`config.mk`:
```
export PLATFORM = sky130hd
export DESIGN_NAME = psr_cond_unit_flat
export DESIGN_NICKNAME = d
export VERILOG_FILES = /design/src/rtl/psr_cond_if.sv /design/src/rtl/psr_cond_unit.sv /design/src/flat_wrapper.sv
export SDC_FILE = /design/constraint.sdc
export NUM_CORES = 1
export LEC_CHECK = 0
export BUFFER_PORTS_ARGS = -buffer_cell sky130_fd_sc_hd__buf_2
export CORE_AREA = 2 2 39 41
export CTS_BUF_LIST = sky130_fd_sc_hd__clkbuf_16
export CTS_CLUSTER_DIAMETER = 40
export DETAILED_ROUTE_END_ITERATION = 8
export DIE_AREA = 0 0 41 43
export PLACE_DENSITY = 0.69
export SYNTH_ARGS = -nofsm -noshare
export SYNTH_HDL_FRONTEND = slang
export SYNTH_SLANG_ARGS = --single-unit
```
`constraint.sdc`:
```
create_clock -name clk -period 1.75 [get_ports clk]
set_input_delay 0.175 -clock clk [delete_from_list [all_inputs] [get_ports clk]]
set_output_delay 0.175 -clock clk [all_outputs]
set_load 0.05 [all_outputs]
```
`src/rtl/psr_cond_if.sv`:
```
// Query/response handshake bundle for psr_cond_unit.
interface psr_cond_if;
  logic       req_valid;
  logic [3:0] req_cond;
  logic       req_ready;
  logic       rsp_valid;
  logic       rsp_true;
  logic [3:0] rsp_cond;
  logic       rsp_ready;

  modport master (
    output req_valid, req_cond, rsp_ready,
    input  req_ready, rsp_valid, rsp_true, rsp_cond
  );

  modport slave (
    input  req_valid, req_cond, rsp_ready,
    output req_ready, rsp_valid, rsp_true, rsp_cond
  );
endinterface

```
`src/rtl/psr_cond_unit.sv`:
```
// Processor status register {Z,C,F,N,L} with a pipelined condition-code evaluator.
// Optional PSR_BYPASS_EN: queries see same-cycle PSR writes (per-bit merge).
module psr_cond_unit (
  input  logic        clk,
  input  logic        reset,
  input  logic [4:0]  flags_in,
  input  logic [4:0]  flags_we,
  output logic [4:0]  psr,
  psr_cond_if.slave   bus
);

  localparam int unsigned Z_B = 4;
  localparam int unsigned C_B = 3;
  localparam int unsigned F_B = 2;
  localparam int unsigned N_B = 1;
  localparam int unsigned L_B = 0;

  // Condition codes come in complementary pairs; cond[0] inverts the pair's base test.
  typedef enum logic [2:0] {
    PAIR_Z  = 3'd0,
    PAIR_C  = 3'd1,
    PAIR_L  = 3'd2,
    PAIR_N  = 3'd3,
    PAIR_F  = 3'd4,
    PAIR_LO = 3'd5,
    PAIR_LT = 3'd6,
    PAIR_UC = 3'd7
  } pair_e;

  logic [4:0] r_psr;
  logic       r_rsp_valid;
  logic       r_rsp_true;
  logic [3:0] r_rsp_cond;

  logic [4:0] w_merged;
  logic [4:0] w_eval;
  logic       w_accept;
  logic       w_base;
  logic       w_cond_true;
  pair_e      w_pair;

  assign w_merged = (flags_we & flags_in) | (~flags_we & r_psr);

`ifdef PSR_BYPASS_EN
  assign w_eval = w_merged;
`else
  assign w_eval = r_psr;
`endif

  assign bus.req_ready = !r_rsp_valid || bus.rsp_ready;
  assign w_accept      = bus.req_valid && bus.req_ready;
  assign w_pair        = pair_e'(bus.req_cond[3:1]);

  always_comb begin
    w_base = 1'b0;
    case (w_pair)
      PAIR_Z:  w_base = w_eval[Z_B];
      PAIR_C:  w_base = w_eval[C_B];
      PAIR_L:  w_base = w_eval[L_B];
      PAIR_N:  w_base = w_eval[N_B];
      PAIR_F:  w_base = w_eval[F_B];
      PAIR_LO: w_base = !w_eval[L_B] && !w_eval[Z_B];
      PAIR_LT: w_base = !w_eval[N_B] && !w_eval[Z_B];
      PAIR_UC: w_base = 1'b1;
      default: w_base = 1'b0;
    endcase
    w_cond_true = w_base ^ bus.req_cond[0];
  end

  always_ff @(posedge clk) begin
    if (reset) begin
      r_psr       <= '0;
      r_rsp_valid <= 1'b0;
      r_rsp_true  <= 1'b0;
      r_rsp_cond  <= '0;
    end else begin
      r_psr <= w_merged;
      if (w_accept) begin
        r_rsp_valid <= 1'b1;
        r_rsp_true  <= w_cond_true;
        r_rsp_cond  <= bus.req_cond;
      end else if (bus.rsp_ready) begin
        r_rsp_valid <= 1'b0;
      end
    end
  end

  assign psr          = r_psr;
  assign bus.rsp_valid = r_rsp_valid;
  assign bus.rsp_true  = r_rsp_true;
  assign bus.rsp_cond  = r_rsp_cond;

endmodule

```
`src/flat_wrapper.sv`:
```
// flat-port wrapper written by rule: the top's interface ports become plain ports
module psr_cond_unit_flat 
  (clk, reset, flags_in, flags_we, psr, bus_req_valid, bus_req_cond, bus_rsp_ready, bus_req_ready, bus_rsp_valid, bus_rsp_true, bus_rsp_cond);
  psr_cond_if bus_i ();
  input  logic clk;
  input  logic reset;
  input  logic [4:0] flags_in;
  input  logic [4:0] flags_we;
  output logic [4:0] psr;
  input wire logic [$bits(bus_i.req_valid)-1:0] bus_req_valid;
  input wire logic [$bits(bus_i.req_cond)-1:0] bus_req_cond;
  input wire logic [$bits(bus_i.rsp_ready)-1:0] bus_rsp_ready;
  output wire logic [$bits(bus_i.req_ready)-1:0] bus_req_ready;
  output wire logic [$bits(bus_i.rsp_valid)-1:0] bus_rsp_valid;
  output wire logic [$bits(bus_i.rsp_true)-1:0] bus_rsp_true;
  output wire logic [$bits(bus_i.rsp_cond)-1:0] bus_rsp_cond;
  assign bus_i.req_valid = bus_req_valid;
  assign bus_i.req_cond = bus_req_cond;
  assign bus_i.rsp_ready = bus_rsp_ready;
  assign bus_req_ready = bus_i.req_ready;
  assign bus_rsp_valid = bus_i.rsp_valid;
  assign bus_rsp_true = bus_i.rsp_true;
  assign bus_rsp_cond = bus_i.rsp_cond;
  psr_cond_unit u_core (.clk(clk), .reset(reset), .flags_in(flags_in), .flags_we(flags_we), .psr(psr), .bus(bus_i));
endmodule
```
Word-level counts from Yosys, hierarchy flattened
Index checks and enable logic that the tools add are counted.
Storage, ports and cells
  word-level logic and storage cells: 29
  input port bits: 18
  output and inout bits: 12
  bits in registers: 11
Operators by class
  bitwise gates (word level): 5
  equality and inequality tests: 7
  reduce and logical (&&, ||, !) cells: 10
  multiplexer cells: 3
Operators by type and width (number)
  3-bit equality test (second input constant): 4
  5-bit AND: 2
  1-bit one-hot mux with 8 select lines: 1
  3-bit by 2-bit equality test with 1-bit output (second input constant): 2
  5-bit NOT: 1
  5-bit bitwise OR: 1
  1-bit logical NOT: 4
  3-bit by 1-bit equality test with 1-bit output (second input constant): 1
  1-bit logical AND: 3
  3-bit logical NOT: 1
  1-bit 2-to-1 mux: 2
  2-bit nonzero test: 1
  1-bit logical OR: 1
  1-bit bitwise XOR: 1

Depth between registers and ports, before layout
  word-level depth: 4
  mapped depth: 5

Worst setup path after synthesis
No wires, ideal clock.
  kind: register to register
  start: reg u_core.r_rsp_valid (netlist: u_core.bus.rsp_valid)
  end: reg u_core.r_rsp_true (netlist: u_core.bus.rsp_true)
  clock period less this slack: 1649 ps
  buffers on the path: 1
  arrival: 1533 ps
  data required time: 1634 ps
  setup slack: 101 ps
  stages on the path, launching flop included: 6
  library setup time: 116 ps
  path through: dfxtp_1 -> nand2b_1 -> buf_2 -> nand2_1 -> or2_2 -> o211a_1
On the way
  word-level cells in the longest chain between the ends: 3
Ends and longest elaborated chain
  start: declaration: line psr_cond_unit.sv:31  | logic r_rsp_valid;
  start signal: assignment: line psr_cond_unit.sv:73  | r_rsp_valid <= 1'b0;
  start signal: assignment: line psr_cond_unit.sv:79  | r_rsp_valid <= 1'b1;
  start signal: assignment: line psr_cond_unit.sv:83  | r_rsp_valid <= 1'b0;
  1-bit logical NOT: line psr_cond_unit.sv:50  | assign bus.req_ready = !r_rsp_valid || bus.rsp_ready;
  1-bit logical OR: line psr_cond_unit.sv:50
  via bus_req_ready: line flat_wrapper.sv:13  | output wire logic [$bits(bus_i.req_ready)-1:0] bus_req_ready;
  1-bit logical AND: line psr_cond_unit.sv:51  | assign w_accept = bus.req_valid && bus.req_ready;
  end signal: assignment: line psr_cond_unit.sv:80  | r_rsp_true <= w_cond_true;
  end: declaration: line psr_cond_unit.sv:32  | logic r_rsp_true;
The timed path passes the listed nets, and every way through them passes these cells.
A chain may end at the register's enable or synchronous reset.

Worst setup path after layout
  start: reg u_core.r_rsp_valid (netlist: u_core.bus.rsp_valid)
  end: reg u_core.r_rsp_true (netlist: u_core.bus.rsp_true)
On the way
  word-level cells in the longest chain between the ends: 3
Ends and longest elaborated chain (line)
  1-bit logical NOT: psr_cond_unit.sv:50
  1-bit logical OR: psr_cond_unit.sv:50
  1-bit logical AND: psr_cond_unit.sv:51
Every way passes these cells.

==> impl_metrics.json <==
{
  "outcome": "finished clean",
  "synthCells": 53,
  "syn2layout_area_growth_pct": 49.1,
  "cts.sinks": 11,
  "leakage_nw": 0.377,
  "fmax_mhz": 765,
  "yosys.area_share.adder_pct": 0,
  "num_vias": 507,
  "htreeDepth": 1,
  "drcViolationCount": 0,
  "drt_iter0_drc": 9,
  "clk_path_buf_depth": 2,
  "synth_compound_area_share_pct": 15.9,
  "tightest_slew_ns": 0.290,
  "r2r_slack_ns": 0.44,
  "place_ws_ns": 0.441,
  "top_level_ports": 30,
  "overflow": 0,
  "initial_utilization_pct": 34.6,
  "synth-simple-area-share_pct": 20.4,
  "yosysMostFrequentCell": "dfxtp_1",
  "instances_no_fill": 100,
  "die_area_mm2": 0.00176,
  "fp-row-count": 14,
  "synthArstFlopShare_pct": 0,
  "synth.distinct_cells": 18,
  "setup-violations-final": 0,
  "fin_setup_tns_ns": 0,
  "startpoint_type": "flop",
  "yosysWarnings": 0,
  "yosysSeqAreaShare_pct": 46.0,
  "core-area_mm2": 0.00138,
  "path_class": "flop to flop",
  "synth_xor_area_share_pct": 0,
  "synth.largest_area_cell": "dfxtp_1",
  "rsz0062_at_grt": "false",
  "wl_per_cell_um": 10.8,
  "drv_cap": 0,
  "worst_ir_drop_vdd_uv": 587,
  "reg2reg_to": "u_core.bus.rsp_true",
  "synth_nets": 71,
  "min_path_cells": 3,
  "dr.pass1.iters": 4,
  "synth.mux.area_fraction_pct": 15.1,
  "netlist_top_cells_area": "dfxtp_1 46%, mux2i_1 10%, a21oi_1 8.4%",
  "cts_buffers": 3,
  "place_congestion": 0.700,
  "clock_skew_ns": 0.00397,
  "hp-start": "flags_in[2]",
  "reg2regPathDepth": 4,
  "first_global_vias": 423,
  "via_per_inst": 5.07,
  "die_h_um": 43,
  "clkLatencyLatePin_ns": 0.23,
  "synth_top_family_by_area": "simple AND/OR/NAND/NOR gates",
  "drive_above_1_share_pct": 42.9,
  "fin_area_um2": 714,
  "synth_common_cells": "11 x dfxtp_1, 8 x a21oi_1, 7 x nor2_1",
  "required_ns": 1.87,
  "clk_pin_slew_ns": 0.04,
  "synth_top_area_share_pct": 46.0,
  "clock-root-buffer": "clkbuf_16",
  "dp_cells": 96,
  "post-cts-setup-buffer-count": 0,
  "synth_ff_type": "dfxtp_1",
  "startpoint": "u_core.bus.rsp_valid",
  "grt_use_total_pct": 13.8,
  "grt_max_degree": 12,
  "hold_buffers": 0,
  "synth_edf_count": 0,
  "regToRegStartpoint": "u_core.bus.rsp_valid",
  "power_density_mw_per_mm2": 1160,
  "hold_violations": 0,
  "fin_crit_ns": 1.31,
  "tritoncts": "done",
  "avgSynthCellArea_um2": 9.04,
  "min_period_over_period_pct": 74.7,
  "placedInstanceArea_um2": 636,
  "fillCellCount": 133,
  "nets": 103,
  "wl_um": 1080,
  "port_buffers": 29,
  "diodes": 0,
  "ys_seq_elements": 11,
  "die_x_um": 41,
  "antenna_found_initial": 0,
  "ant_nets": 0,
  "post_cts_resized": 0,
  "relSlewSlack_pct": 80.6,
  "grt_pass1_wl_um": 1680,
  "final.setup.worst_slack_ns": 0.443,
  "dp_hpwl_um": 833,
  "crit_arrival_ns": 1.43,
  "hold_path.class": "input pin to flop",
  "crit_fanout": 8,
  "total_power_mw": 0.830,
  "end_kind": "flop",
  "slew_viol_final": 0,
  "syn-cell-area_um2": 479
}
==> placed cells by master, fill, tap and decap left out, types with 2 or more instances in the layout <==
master,netlist,layout
nand2b_1,2,2
buf_2,1,29
a21oi_1,8,8
clkbuf_16,0,3
mux2i_1,5,5
nor2_1,7,7
inv_1,1,2
nand3_1,4,4
nand2_1,5,5
dfxtp_1,11,11
==> metrics by stage <==
step / utilization, % / hold slack, ns
final: 51.6 / 0.174
after floorplan: - / 0.304
after global placement: 45.9 / 0.408
after global routing: 51.6 / 0.201
after CTS: 51.6 / 0.176
after detailed placement: 45.9 / 0.420
==> worst max path at each step <==
stage / end / slack (ns) / cells past startpoint
3_5_place_dp: u_core.bus.rsp_true / 0.44 / 5
2_1_floorplan: u_core.bus.rsp_true / 0.10 / 5
5_1_grt: u_core.bus.rsp_true / 0.38 / 4
4_1_cts: u_core.bus.rsp_true / 0.44 / 4
6_report: u_core.bus.rsp_true / 0.44 / 4
3_3_place_gp: u_core.bus.rsp_true / 0.45 / 4
==> power by group <==
part	switching [mW]	internal (mW)
clock network	0.104	0.299
registers	0.00968	0.268
logic	0.0997	0.0503
total	0.213	0.617
==> worst max-delay path, stage by stage (launching register included) <==
cell      delay [ns]
dfxtp_1         0.30
nand2b_1        0.23
nand2_1         0.17
or2_2           0.30
o211a_1         0.20
==> kinds of logic (layout without fill, tap and decap cells) <==
logic type,after synthesis,after routing
muxes,6,6
DFF,11,11
AOI/OAI and AO/OA,12,12
buffers and inverters,3,34
and+or+nand+nor,21,21
==> layer usage <==
layer | track usage (%) | wire, um
met1 | 13.6 | 409
met2 | 24.7 | 594
met3 | 3.66 | 79
met4 | 6.00 | 0
met5 | 0 | 0
==> area by class of cell <==
type                            count  area [um^2]  share of cell area, %
Tap cell                           16         20.0                   2.80
Clock buffer                        3         75.1                   10.5
Sequential cell                    11          220                   30.8
Inverter                            1         3.75                  0.525
Clock inverter                      1         3.75                  0.525
Timing Repair Buffer               29          145                   20.3
Multi-Input combinational cell     39          246                   34.5
(Power assumes the default switching activity.)
